File: config.mk
export PLATFORM = sky130hd
export DESIGN_NAME = wb_unified_mem_arbiter
export DESIGN_NICKNAME = d
export VERILOG_FILES = /design/src/rtl/wb_unified_mem_arbiter_pkg.sv /design/src/rtl/wb_arb_watchdog.sv /design/src/rtl/wb_unified_mem_arbiter.sv
export SDC_FILE = /design/constraint.sdc
export NUM_CORES = 1
export LEC_CHECK = 0
export CORE_AREA = 4 4 107 109
export CTS_CLUSTER_DIAMETER = 150
export DETAILED_ROUTE_END_ITERATION = 10
export DIE_AREA = 0 0 111 113
export PLACE_DENSITY_LB_ADDON = 0.3
export SLEW_MARGIN = 20
export SYNTH_ARGS = -nofsm -noshare
export SYNTH_HDL_FRONTEND = slang
export SYNTH_SLANG_ARGS = --single-unit
File: constraint.sdc
create_clock -name clk -period 2.05 [get_ports clk]
set_input_delay 0.205 -clock clk [delete_from_list [all_inputs] [get_ports clk]]
set_output_delay 0.205 -clock clk [all_outputs]
set_load 0.05 [all_outputs]
File: src/rtl/wb_unified_mem_arbiter_pkg.sv
// Shared encodings for the unified-memory Wishbone arbiter: FSM states,
// grant identifiers and the master-selection rule.
package wb_unified_mem_arbiter_pkg;

  typedef enum logic [2:0] {
    ST_IDLE    = 3'd0,
    ST_GRANT_I = 3'd1,
    ST_GRANT_D = 3'd2,
    ST_ERR     = 3'd3,
    ST_DONE    = 3'd4
  } state_t;

  localparam logic GNT_I = 1'b0;
  localparam logic GNT_D = 1'b1;

  localparam int WD_WIDTH = 16;

  // On a tie the master that did not win last time is chosen.
  function automatic logic pick_master(input logic req_i, input logic req_d,
                                       input logic last_grant);
    if (req_i && req_d) begin
      return (last_grant == GNT_I) ? GNT_D : GNT_I;
    end else if (req_i) begin
      return GNT_I;
    end else begin
      return GNT_D;
    end
  endfunction

endpackage

File: src/rtl/wb_arb_watchdog.sv
// Saturating cycle counter that flags a granted transfer which has waited
// TIMEOUT_CYCLES-1 cycles without a slave response.
module wb_arb_watchdog
  import wb_unified_mem_arbiter_pkg::*;
#(
  parameter int TIMEOUT_CYCLES = 255
) (
  input  logic clk,
  input  logic rst,
  input  logic clear,
  input  logic en,
  output logic expired
);

  localparam logic [WD_WIDTH-1:0] LIMIT   = WD_WIDTH'(TIMEOUT_CYCLES - 1);
  localparam logic [WD_WIDTH-1:0] SAT_MAX = {WD_WIDTH{1'b1}};

  logic [WD_WIDTH-1:0] count;

  always_ff @(posedge clk or posedge rst) begin
    if (rst) begin
      count <= '0;
    end else if (clear) begin
      count <= '0;
    end else if (en && (count != SAT_MAX)) begin
      count <= count + WD_WIDTH'(1);
    end
  end

  assign expired = (count >= LIMIT);

endmodule

File: src/rtl/wb_unified_mem_arbiter.sv
// Round-robin arbiter sharing one single-port code/data memory between the
// instruction-fetch and data Wishbone masters, with range check and watchdog.
module wb_unified_mem_arbiter
  import wb_unified_mem_arbiter_pkg::*;
#(
  parameter logic [31:0] ADDR_LIMIT     = 32'h0000_8000,
  parameter int          TIMEOUT_CYCLES = 255
) (
  input  logic        clk,
  input  logic        rst,
  input  logic [31:0] iwb_adr_i,
  input  logic        iwb_cyc_i,
  input  logic        iwb_stb_i,
  output logic [31:0] iwb_dat_o,
  output logic        iwb_ack_o,
  output logic        iwb_err_o,
  input  logic [31:0] dwb_adr_i,
  input  logic [31:0] dwb_dat_i,
  input  logic        dwb_we_i,
  input  logic [3:0]  dwb_sel_i,
  input  logic        dwb_cyc_i,
  input  logic        dwb_stb_i,
  output logic [31:0] dwb_dat_o,
  output logic        dwb_ack_o,
  output logic        dwb_err_o,
  output logic [31:0] m_adr_o,
  output logic [31:0] m_dat_o,
  output logic        m_we_o,
  output logic [3:0]  m_sel_o,
  output logic        m_cyc_o,
  output logic        m_stb_o,
  input  logic [31:0] m_dat_i,
  input  logic        m_ack_i,
  input  logic        m_err_i
);

  state_t      state;
  state_t      next_state;
  logic        last_grant;
  logic        owner;
  logic        req_i;
  logic        req_d;
  logic        any_req;
  logic        sel_m;
  logic [31:0] sel_adr;
  logic        sel_oor;
  logic        owner_cyc;
  logic        in_grant;
  logic        wd_expired;

  assign req_i     = iwb_cyc_i && iwb_stb_i;
  assign req_d     = dwb_cyc_i && dwb_stb_i;
  assign any_req   = req_i || req_d;
  assign sel_m     = pick_master(req_i, req_d, last_grant);
  assign sel_adr   = (sel_m == GNT_I) ? iwb_adr_i : dwb_adr_i;
  assign sel_oor   = (sel_adr >= ADDR_LIMIT);
  assign in_grant  = (state == ST_GRANT_I) || (state == ST_GRANT_D);
  assign owner_cyc = (state == ST_GRANT_I) ? iwb_cyc_i : dwb_cyc_i;

  wb_arb_watchdog #(
    .TIMEOUT_CYCLES(TIMEOUT_CYCLES)
  ) u_watchdog (
    .clk    (clk),
    .rst    (rst),
    .clear  (state == ST_IDLE),
    .en     (in_grant),
    .expired(wd_expired)
  );

  always_ff @(posedge clk or posedge rst) begin
    if (rst) begin
      state <= ST_IDLE;
    end else begin
      state <= next_state;
    end
  end

  // Reset to D so the very first tie after reset goes to the fetch bus.
  always_ff @(posedge clk or posedge rst) begin
    if (rst) begin
      last_grant <= GNT_D;
      owner      <= GNT_I;
    end else if ((state == ST_IDLE) && any_req) begin
      last_grant <= sel_m;
      owner      <= sel_m;
    end
  end

  always_comb begin
    next_state = state;
    case (state)
      ST_IDLE: begin
        if (!any_req) begin
          next_state = ST_IDLE;
        end else if (sel_oor) begin
          next_state = ST_ERR;
        end else if (sel_m == GNT_I) begin
          next_state = ST_GRANT_I;
        end else begin
          next_state = ST_GRANT_D;
        end
      end
      ST_GRANT_I, ST_GRANT_D: begin
        // A slave response in the final watchdog cycle beats the timeout.
        if (m_ack_i || m_err_i) begin
          next_state = ST_DONE;
        end else if (!owner_cyc) begin
          next_state = ST_IDLE;
        end else if (wd_expired) begin
          next_state = ST_ERR;
        end else begin
          next_state = state;
        end
      end
      ST_ERR:  next_state = ST_DONE;
      ST_DONE: next_state = ST_IDLE;
      default: next_state = ST_IDLE;
    endcase
  end

  always_comb begin
    m_adr_o   = 32'h0000_0000;
    m_dat_o   = 32'h0000_0000;
    m_we_o    = 1'b0;
    m_sel_o   = 4'h0;
    m_cyc_o   = 1'b0;
    m_stb_o   = 1'b0;
    iwb_dat_o = 32'h0000_0000;
    iwb_ack_o = 1'b0;
    iwb_err_o = 1'b0;
    dwb_dat_o = 32'h0000_0000;
    dwb_ack_o = 1'b0;
    dwb_err_o = 1'b0;
    case (state)
      ST_GRANT_I: begin
        m_adr_o   = iwb_adr_i;
        m_sel_o   = 4'hF;
        m_cyc_o   = iwb_cyc_i;
        m_stb_o   = iwb_stb_i;
        iwb_dat_o = m_dat_i;
        iwb_ack_o = m_ack_i && !m_err_i;
        iwb_err_o = m_err_i;
      end
      ST_GRANT_D: begin
        m_adr_o   = dwb_adr_i;
        m_dat_o   = dwb_dat_i;
        m_we_o    = dwb_we_i;
        m_sel_o   = dwb_sel_i;
        m_cyc_o   = dwb_cyc_i;
        m_stb_o   = dwb_stb_i;
        dwb_dat_o = m_dat_i;
        dwb_ack_o = m_ack_i && !m_err_i;
        dwb_err_o = m_err_i;
      end
      ST_ERR: begin
        if (owner == GNT_I) begin
          iwb_err_o = 1'b1;
        end else begin
          dwb_err_o = 1'b1;
        end
      end
      default: begin
        m_cyc_o = 1'b0;
      end
    endcase
  end

endmodule

# == After elaboration in Yosys (flattened, before gate mapping) ==
# Index checks and enable logic that the tools add are counted.
# op_classes
add_sub_neg,1
n_lt_le_gt_ge,2
eq_ne,5
n_mux,28
n_reduce_logical,13
# op_table
operator,n
$mux W32,4
$pmux W32 S2,1
$ge A32 B16 Y1 const B,1
$mux W16,2
$add A16 B1 Y16 const B,1
$ge A16 B8 Y1 const B,1
$ne A16 B16 Y1 const B,1
$mux W1,9
$mux W3,3
$pmux W3 S3,1
$pmux W1 S2,4
$pmux W4 S2,1
$eq A3 B2 Y1 const B,2
$logic_and A1 B1 Y1,6
$mux W2,3
$ne A4 B3 Y1 const B,1
$eq A3 B1 Y1 const B,1
$logic_not A3 Y1,1
$logic_or A1 B1 Y1,3
$reduce_bool A2 Y1,1
$reduce_or A2 Y1,1
$logic_not A1 Y1,1
# word_totals
register_bits,21
word_cells,53

# == Logic depth before layout (Yosys ltp) ==
# Gate-level depths: netlist of run 1.
# depth
ltp_word,8
mapped_depth,7

# == By module ==
# Synthesis of run 1 repeated with hierarchy kept, for this count alone.
# unflattened
cells_unflattened,306
area_unflattened_um2,2544.9
# modules_own_cells
module,instances,cells_per_inst,area_per_inst_um2
wb_unified_mem_arbiter,1,205,1516.5
wb_arb_watchdog,1,101,1028.5

# == Worst setup path before layout of run 1 ==
# OpenSTA, ideal clock, no wires.
# synth_timing
path_type,flip-flop to output port
start,register state[2]
end,output dwb_ack_o
t_arrival_ns,2.343
setup_slack_ns,-0.498
stages_incl_launch_ff,5
cell_sequence,dfrtp_1 -> clkbuf_1 -> inv_1 -> nand2_1 -> nor4b_1
# synth_via
elab_chain_len,2
# synth_lines
element,line_no,text
start: declaration,wb_unified_mem_arbiter.sv:37,state_t state;
start signal: assignment,wb_unified_mem_arbiter.sv:74,state <= next_state;
$eq A3 B2 Y1,wb_unified_mem_arbiter.sv:134,case (state)
$mux W1,wb_unified_mem_arbiter.sv:134,
end: declaration,wb_unified_mem_arbiter.sv:24,"output logic dwb_ack_o,"
# Every way passes these cells.

# == Final worst setup path of run 1 ==
# layout_timing
start,register state[1]
end,output m_adr_o[3]
# layout_via
elab_chain_len,2
# layout_lines
element,line_no,text
$eq A3 B2 Y1 or $eq A3 B1 Y1 (tied branches),wb_unified_mem_arbiter.sv:134,
$pmux W32 S2 (*),wb_unified_mem_arbiter.sv:134,
end: declaration,wb_unified_mem_arbiter.sv:26,"output logic [31:0] m_adr_o,"
# Mark *: on every way between the ends. The rest lies on a longest branch, timed or not.

==> impl_metrics.csv, run 1 <==
group,metric,value,unit
setup_path,cp.arrival,1750,ps
route,viasPerCell,4.87,
yosys,async_flop_share,1.00,
cells_and_area,multi_input_area,1800,sq um
setup_path,r2r_start,"u_watchdog.count[6]",
cells_and_area,drive_above_1_share,0.291,
yosys,synth_edf_count,0,
cts,insertion_delay,270,ps
yosys,syn_area,2420,sq um
grt,grt_first_pass_wirelength,23500,microns
cts,cts_setup_buffers,0,
setup_path,r2r_slack,190,ps
timing,relSlewSlack,0.608,
placed_design,post-place-ws,43.7,ps
floorplanning,die_x,111,microns
grt,grt_max_degree,73,
grt,grt_use_total,0.245,
cts,clkSinkCount,21,
setup_path,cp.required,1850,ps
cells_and_area,fin_nets,741,
route,wl_met3,1520,microns
placed_design,hpwlAfterDp,14300,microns
setup_path,r2r_cells,4,
cts,cts_buffers,3,
yosys,synth_seq_cells,21,
cts,clk_path_buf_depth,2,
route,wl_per_cell,22.0,microns
yosys,synth_top_flop_cell,"dfrtp_1",
placed_design,dpl.cell_count,733,
route,top_layer,"met5",
timing,setup_viol_count_final,0,
cts,clk_pin_slew_worst_paths,80,ps
route,vias,3588,
yosys,synth_top_area_cell,"and2_1",
power,p_leak,2.81,nW
yosys,synthCells,320,
placed_design,io_buffers,279,
setup_path,cp-startpoint,"state[1]",
timing,rsz0062_at_grt,"false",
yosys,synthesis.nets,463,
floorplanning,die_h,113,microns
setup_path,cp-end-kind,"output port",
cells_and_area,fin_area,6930,sq um
floorplanning,dieArea,12500,sq um
grt,antenna_found_initial,5,
power,irDropWorstVdd,0.728,mV
cells_and_area,syn2layout_area_growth,186,%
setup_path,slowest_stage,"dfrtp_2",
route,routed_wl,16200,microns
timing,period_share,0.953,
route,drtPass1Iterations,4,
route,drt_iter0_drc,193,
outcome,status,"completed",
cts,cts_tree,"yes",
floorplanning,io_pins,280,
cts,ctsRootBufferMaster,"clkbuf_8",
timing,hold_violations,0,
setup_path,critPathKind,"reg -> out",
yosys,synth_area_leaders,"and2_1, dfrtp_1, a22o_1, mux2i_1, nand2_1",
setup_path,crit_chain,"nand2_1 -> nor2_4 -> buf_4 -> a22o_1 -> buf_12",
timing,final.setup.tns,0,ps
route,drc,0,
route,ant_nets,0,
job,max-cap-violations,0,
floorplanning,rows,38,
yosys,synth_top_area_frac,0.253,
floorplanning,start_util,0.229,
timing,setup_slack,96.0,ps
timing,slew_violations,0,
setup_path,worst_path_largest_cell_delay,470,ps
setup_path,cp_max_fo,30,
timing,min_period,1950,ps
cells_and_area,diodes,0,
yosys,ys_seq_area_frac,0.217,
timing,finClkSkew,5.30,ps
yosys,yosys-top-cells-count,"and2_1, a22o_1, nand2_1",
setup_path,crit_path_end,"m_adr_o[3]",
cells_and_area,fillerInstances,816,
placed_design,place_area,6860,sq um
timing,tightest_slew,586,ps
yosys,ys_warn_count,0,
cts,h-tree-depth,1,
yosys,yosysMostFrequentCell,"and2_1",
setup_path,crit_path_start_kind,"flop",
power,power,8.56,mW
cells_and_area,area.sequential,529,sq um
cells_and_area,layout.cells.non_filler,737,
cts,hold_buffers,0,
power,power.density,1240,nW/um^2
setup_path,reg2reg_to,"u_watchdog.count[14]",
floorplanning,coreArea,10600,sq um
timing,max_freq,512,MHz
grt,grt_overflow_total,0,
min_path,min_path_type,"in -> async",
route,wirelength_met1,6360,microns
yosys,syn_area_per_cell,7.57,sq um
grt,grt_pass1_vias,3656,
route,wl_met2,8010,microns
placed_design,finalWeightedCongestion,0.906,
yosys,ys_types,46,
## critical path: cells and delay by family, from the launching register on
| family | cells | cell delay [ps] |
|---|---|---|
| and+or+nand+nor | 2 | 300 |
| buffers and inverters | 2 | 460 |
| AOI/OAI and AO/OA | 1 | 250 |
| DFF | 1 | 470 |
## worst min path at each step
stage | cells past startpoint | slack (ps) | endpoint | from
2_1_floorplan | 1 | 180 | owner | rst
3_3_place_gp | 1 | 510 | u_watchdog.count[3] | u_watchdog.count[3]
3_5_place_dp | 1 | 530 | u_watchdog.count[3] | u_watchdog.count[3]
4_1_cts | 3 | 270 | state[2] | rst
5_1_grt | 3 | 290 | u_watchdog.count[5] | rst
6_report | 3 | 260 | u_watchdog.count[5] | rst
## cell type report
| class | instances | share of cell area |
|---|---|---|
| clock inverters | 1 | 0.00108 |
| flip-flops and latches | 21 | 0.0764 |
| repair buffers | 298 | 0.629 |
| multi-input cells | 270 | 0.260 |
| well taps | 140 | 0.0253 |
| inverters | 4 | 0.00217 |
| clock buffers | 3 | 0.00596 |
## routing by layer
metal / GRT usage / up-vias
li1: - / 1706
met1: 0.300 / 1665
met5: 0 / -
met4: 0.0304 / 10
met3: 0.0909 / 26
met2: 0.424 / 181
## stage by stage
step	hold slack, ps	util
detailed placement	531	0.647
global route	294	0.653
global placement	510	0.647
CTS	269	0.652
finish	263	0.653
floorplan	181	-
## flip-flops by register name, indices dropped and copies added (netlist names)
| signal | cells |
|---|---|
| last_grant | 1 |
| owner | 1 |
| state | 3 |
| u_watchdog.count | 16 |
## logic make-up (layout without fill, tap and decap cells)
family / count (synthesis) / after routing / share of synthesized area
buffers and inverters: 29 / 306 / 0.0480
multiplexers: 10 / 10 / 0.0413
adder cells (fa/ha/maj): 2 / 2 / 0.0103
XOR/XNOR: 2 / 2 / 0.00723
AND/OR/NAND/NOR: 185 / 185 / 0.449
AO/OA/AOI/OAI: 71 / 71 / 0.227
flip-flops: 21 / 21 / 0.217
## power by group
group | total (mW) | switching (mW) | leakage, nW | internal (mW)
sequential | 0.588 | 0.101 | 0.280 | 0.487
clock | 0.282 | 0.145 | 0.0217 | 0.137
combinational | 7.69 | 4.19 | 2.51 | 3.50
total | 8.56 | 4.44 | 2.81 | 4.13
## placed cells by master (no fill, tap or decap), types with 5 or more instances in the layout
cell type          n
nand2_1           22
nand3_1            6
dfrtp_1           18
a21oi_1            9
clkdlybuf4s50_1  140
a22o_1            33
and2_1            98
nor4_1            12
buf_4             16
nor3_1             8
buf_12           141
o21ai_0            5
nor2_1            11
mux2i_1           10
## what timing repair did
item | CTS | global route
resized for setup | 3 | 2
endpoints found under the setup margin | 13 | 3
gates cloned | 0 | 0
No activity file was read; power rests on OpenSTA's default activity.
==> run 2: changes to the inputs <==
==> constraint.sdc (replaced) <==
create_clock -name clk -period 2.2 [get_ports clk]
set_input_delay 0.22 -clock clk [delete_from_list [all_inputs] [get_ports clk]]
set_output_delay 0.22 -clock clk [all_outputs]
set_load 0.005 [all_outputs]
==> impl_metrics.csv, run 2 (synthesis results as in run 1) <==
group,metric,value,unit
timing,max_freq,464,MHz
power,seqPwrFrac,0.123,
power,p_comb_frac,0.817,
route,drtPass1Iterations,4,
cts,clkSinkCount,21,
setup_path,worst_path_largest_cell_delay,530,ps
setup_path,crit_buf_inv,4,
floorplanning,coreArea,10600,sq um
route,drc,0,
grt,grt_overflow_total,0,
setup_path,cp_top_family,"buffers and inverters",
timing,period_share,0.979,
timing,setup_viol_count_final,0,
cells_and_area,final_common_cell,"clkdlybuf4s50_1",
floorplanning,die_x,111,microns
grt,grt_use_total,0.244,
timing,relSlewSlack,0.598,
floorplanning,dieArea,12500,sq um
setup_path,crit_path_start_kind,"flop",
route,viasPerCell,5.07,
setup_path,cp-startpoint,"state[2]",
cells_and_area,fillerInstances,994,
setup_path,cp.arrival,1930,ps
grt,grt_max_degree,49,
cts,insertion_delay,270,ps
placed_design,io_buffers,279,
route,ant_nets,0,
floorplanning,die_h,113,microns
placed_design,post-place-ws,168,ps
grt,antenna_found_initial,7,
cells_and_area,diodes,0,
timing,finClkSkew,6.88,ps
cells_and_area,largest_reg_flops,16,
cts,clk_path_buf_depth,2,
timing,rsz0062_at_grt,"true",
cells_and_area,multi_input_area,1800,sq um
setup_path,critPathKind,"reg -> out",
cells_and_area,top_register,"u_watchdog.count",
power,pwr-share-clk,0.060,
power,power.share.switching,0.388,
job,max-cap-violations,0,
power,p_int,2.66,mW
setup_path,crit_chain,"inv_2 -> nand2_2 -> nor2_4 -> buf_12 -> clkbuf_16 -> and2_1 -> clkdlybuf4s50_1",
timing,min_period,2150,ps
setup_path,cp_max_fo,12,
floorplanning,io_pins,280,
timing,slew_violations,0,
cts,h-tree-depth,1,
grt,grt_first_pass_wirelength,23700,microns
cells_and_area,syn2layout_area_growth,140,%
setup_path,r2r_start,"u_watchdog.count[1]",
setup_path,cp-end-kind,"output port",
timing,tightest_slew,588,ps
floorplanning,start_util,0.229,
route,drt_iter0_drc,260,
cts,clk_pin_slew_worst_paths,80,ps
grt,grt_pass1_vias,3756,
timing,setup_slack,46.4,ps
route,vias,3798,
cells_and_area,reg_top3,"u_watchdog.count (16), state (3)",
power,p_leak,3.13,nW
min_path,min_path_type,"in -> async",
floorplanning,rows,38,
power,switching_power,1.69,mW
power,irDropWorstVdd,0.375,mV
cells_and_area,final_cell_mix,"clkdlybuf4s50_1, and2_1, dlygate4sd2_1, dlymetal6s2s_1, a22o_1",
power,power,4.36,mW
cts,cts_buffers,3,
setup_path,cp.required,1980,ps
placed_design,finalWeightedCongestion,0.938,
cells_and_area,drive_above_1_share,0.0821,
placed_design,hpwlAfterDp,13600,microns
cells_and_area,fin_nets,753,
power,power.density,749,nW/um^2
cells_and_area,area.sequential,529,sq um
cts,hold_buffers,0,
outcome,status,"completed",
timing,hold_violations,0,
cts,ctsRootBufferMaster,"clkbuf_8",
route,wl_per_cell,22.5,microns
route,routed_wl,16800,microns
setup_path,slowest_stage,"clkdlybuf4s50_1",
cts,cts_tree,"yes",
==> run 2: cell count changes in the layout (fill, tap and decap cells not counted), sizes merged <==
| cell | change |
|---|---|
| clkdlybuf4s50 | +42 |
| clkinv | +1 |
| dlymetal6s2s | +34 |
| clkinvlp | -1 |
| dlygate4sd2 | +63 |
| clkbuf | +2 |
| bufbuf | +3 |
| buf | -132 |
==> run 2: final timing paths <==
path,to,slack (ps),depth (start not counted)
hold / removal,u_watchdog.count[6],270,3
max in group asynchronous,last_grant,1650,3
hold reg to reg,u_watchdog.count[15],540,1
setup / recovery,iwb_dat_o[24],50,7
min in group clk,u_watchdog.count[15],540,1
setup reg to reg,u_watchdog.count[13],210,5
==> run 2: timing repair <==
action,in CTS,in global routing
gates cloned,5,3
endpoints found under the setup margin,123,71
pin swaps,1,1
resized for setup,71,36
buffers inserted,6,3
hold endpoints to repair,0,0
==> run 2: per-stage QoR <==
step / cells / hold WS (ps) / util / setup TNS (ps) / area (sq um)
global route: 749 / 312 / 0.549 / -482 / 5820
global placement: 729 / 512 / 0.515 / 0 / 5460
finish: 749 / 275 / 0.549 / 0 / 5820
CTS: 744 / 292 / 0.534 / -24.4 / 5660
detailed placement: 729 / 517 / 0.515 / 0 / 5460
floorplan: 320 / 196 / - / 0 / 2420
==> run 2: area by class of cell <==
class	count	share of cell area
inverter	4	0.00258
tap	140	0.0301
clock buffer	3	0.00710
sequential	21	0.0910
multi-input combinational	270	0.310
clock inverter	1	0.000860
timing repair buffer	310	0.558
==> run 2: power by group through the flow <==
| stage | Combinational, mW | Clock (mW) | Sequential, mW |
|---|---|---|---|
| after global routing | 3.77 | 0.281 | 0.546 |
| after floorplan | 1.27 | 0 | 0.500 |
| final | 3.56 | 0.262 | 0.536 |
| after detailed placement | 3.26 | 0 | 0.542 |
| after CTS | 3.45 | 0.263 | 0.533 |
| after global placement | 3.22 | 0 | 0.533 |
==> run 2: worst min-delay path, delay by kind of cell <==
kind                   cells  cell delay [ps]
buffers and inverters      3              710
==> run 2: routing by layer <==
metal  vias to the layer above  share of wire  wire length (microns)  GRT usage
met5                         -         0.0037                     63          0
met4                        10          0.013                    213     0.0246
met3                        24           0.10                   1710      0.101
met2                       209           0.46                   7820      0.397
met1                      1823           0.42                   7020      0.316
li1                       1732              -                      -          -
==> run 3: changes to the inputs <==
- DONT_BUFFER_PORTS: default -> 1
==> impl_metrics.csv, run 3 (synthesis results as in run 1) <==
group,metric,value,unit
outcome,status,"finished, violations left",
outcome,violations,"hold timing",
setup_path,r2r_cells,5,
placed_design,io_buffers,0,
power,seqPwrFrac,0.227,
cells_and_area,top_register,"u_watchdog.count",
grt,grt_overflow_total,0,
floorplanning,io_pins,280,
min_path,min_path_type,"in -> async",
cts,ctsRootBufferMaster,"clkbuf_8",
route,wl_per_cell,30.4,microns
cells_and_area,reg_top3,"u_watchdog.count (16), state (3)",
setup_path,crit_path_end,"m_adr_o[5]",
grt,grt_pass1_vias,2326,
route,drc,0,
timing,hold_violations,20,
power,power.share.switching,0.515,
power,pwr-share-clk,0.101,
timing,hold_slack,-6.58,ps
setup_path,cp.arrival,1810,ps
setup_path,cp-startpoint,"state[2]",
cells_and_area,area.sequential,529,sq um
power,power.density,951,nW/um^2
cells_and_area,drive_above_1_share,0.0868,
timing,relSlewSlack,0.465,
power,irDropWorstVdd,0.332,mV
grt,antenna_found_initial,18,
cells_and_area,fillerInstances,1155,
cts,h-tree-depth,1,
floorplanning,dieArea,12500,sq um
cts,clk_pin_slew_worst_paths,80,ps
floorplanning,coreArea,10600,sq um
power,p_int,1.24,mW
cts,clkSinkCount,21,
cts,clk_path_buf_depth,2,
cells_and_area,syn2layout_area_growth,11.2,%
grt,grt_use_met2,0.278,
timing,final.setup.tns,0,ps
setup_path,critPathKind,"reg -> out",
cells_and_area,final_common_cell,"and2_1",
power,p_comb_frac,0.672,
setup_path,cp_max_fo,48,
grt,grt_first_pass_wirelength,17900,microns
cells_and_area,fin_nets,455,
power,switching_power,1.32,mW
cts,cts_buffers,3,
timing,tightest_slew,801,ps
setup_path,cp-end-kind,"output port",
setup_path,r2r_start,"u_watchdog.count[0]",
timing,finClkSkew,0.930,ps
floorplanning,start_util,0.229,
floorplanning,die_x,111,microns
cts,insertion_delay,260,ps
cells_and_area,final_cell_mix,"and2_1, a22o_1, nand2_1, dfrtp_1, nor4_1",
grt,gr-usage-met1,0.281,
grt,grtUsageMet3,0.0995,
setup_path,cp.required,1980,ps
route,drtPass1Iterations,4,
route,ant_nets,0,
route,viasPerCell,5.69,
job,max-cap-violations,0,
route,vias,2591,
floorplanning,die_h,113,microns
cells_and_area,multi_input_area,1800,sq um
timing,period_share,0.921,
route,drt_iter0_drc,163,
power,power,2.56,mW
cells_and_area,largest_reg_flops,16,
setup_path,reg2reg_to,"u_watchdog.count[13]",
setup_path,r2r_slack,310,ps
grt,grt_use_total,0.196,
power,p_leak,1.08,nW
timing,max_freq,494,MHz
timing,slew_violations,0,
placed_design,finalWeightedCongestion,0.849,
floorplanning,rows,38,
grt,grt_max_degree,103,
timing,rsz0062_at_grt,"false",
grt,top_usage_layer,"met1",
placed_design,hpwlAfterDp,11900,microns
timing,min_period,2030,ps
timing,setup_viol_count_final,0,
route,routed_wl,13800,microns
cts,cts_tree,"yes",
cts,cts_setup_buffers,0,
setup_path,crit_path_start_kind,"flop",
[run 3: changes by cell type in the layout (fill, tap and decap cells not counted), sizes merged]
| cell | delta |
|---|---|
| diode | +4 |
| dlygate4sd2 | -63 |
| buf | -15 |
| clkbuf | -1 |
| bufbuf | -3 |
| dlymetal6s2s | -34 |
| clkdlybuf4s50 | -182 |
[run 3: power by group through the flow]
stage | clock network, mW | logic [mW] | registers (mW)
after global routing | 0.293 | 1.86 | 0.596
final | 0.259 | 1.72 | 0.582
after CTS | 0.272 | 1.68 | 0.573
after detailed placement | 0 | 1.68 | 0.580
after floorplan | 0 | 1.27 | 0.500
after global placement | 0 | 1.65 | 0.572
[run 3: area by class of cell]
class / count / share of cell area
multi-input cells: 270 / 0.666
inverters: 4 / 0.00557
clock buffers: 3 / 0.0153
repair buffers: 12 / 0.0460
clock inverters: 1 / 0.00186
diodes: 4 / 0.00371
flip-flops and latches: 21 / 0.196
well taps: 140 / 0.0650
[run 3: per-stage QoR]
stage / utilization / cells / cell area, sq um / setup slack, ps
finish: 0.254 / 455 / 2700 / 174
global route: 0.253 / 451 / 2690 / 54.2
CTS: 0.250 / 450 / 2650 / 48.8
detailed placement: 0.246 / 446 / 2610 / 315
global placement: 0.246 / 446 / 2610 / 323
floorplan: - / 320 / 2420 / 463
[run 3: worst max-delay path: stages (launching register included)]
cell,delay (ps)
dfrtp_1,480
inv_1,190
nand2_1,150
nor2_4,130
buf_6,270
a22o_1,300
[run 3: timing repair]
action / CTS / global route
gates resized for setup: 0 / 3
setup endpoints to repair: 0 / 88
hold buffers: 0 / 0
[run 3: routing by layer]
| metal | share of wire | vias to the layer above |
|---|---|---|
| met5 | 0.0041 | - |
| met4 | 0.0022 | 10 |
| met3 | 0.13 | 14 |
| met2 | 0.43 | 171 |
| met1 | 0.43 | 1254 |
| li1 | - | 1142 |
[run 3: how the worst min path moves through the flow]
| stage | depth (start not counted) | endpoint | slack, ps |
|---|---|---|---|
| 2_1_floorplan | 1 | owner | 200 |
| 3_3_place_gp | 1 | u_watchdog.count[9] | 320 |
| 3_5_place_dp | 1 | u_watchdog.count[7] | 320 |
| 4_1_cts | 1 | u_watchdog.count[7] | 20 |
| 5_1_grt | 1 | u_watchdog.count[7] | 70 |
| 6_report | 1 | u_watchdog.count[8] | -7 |
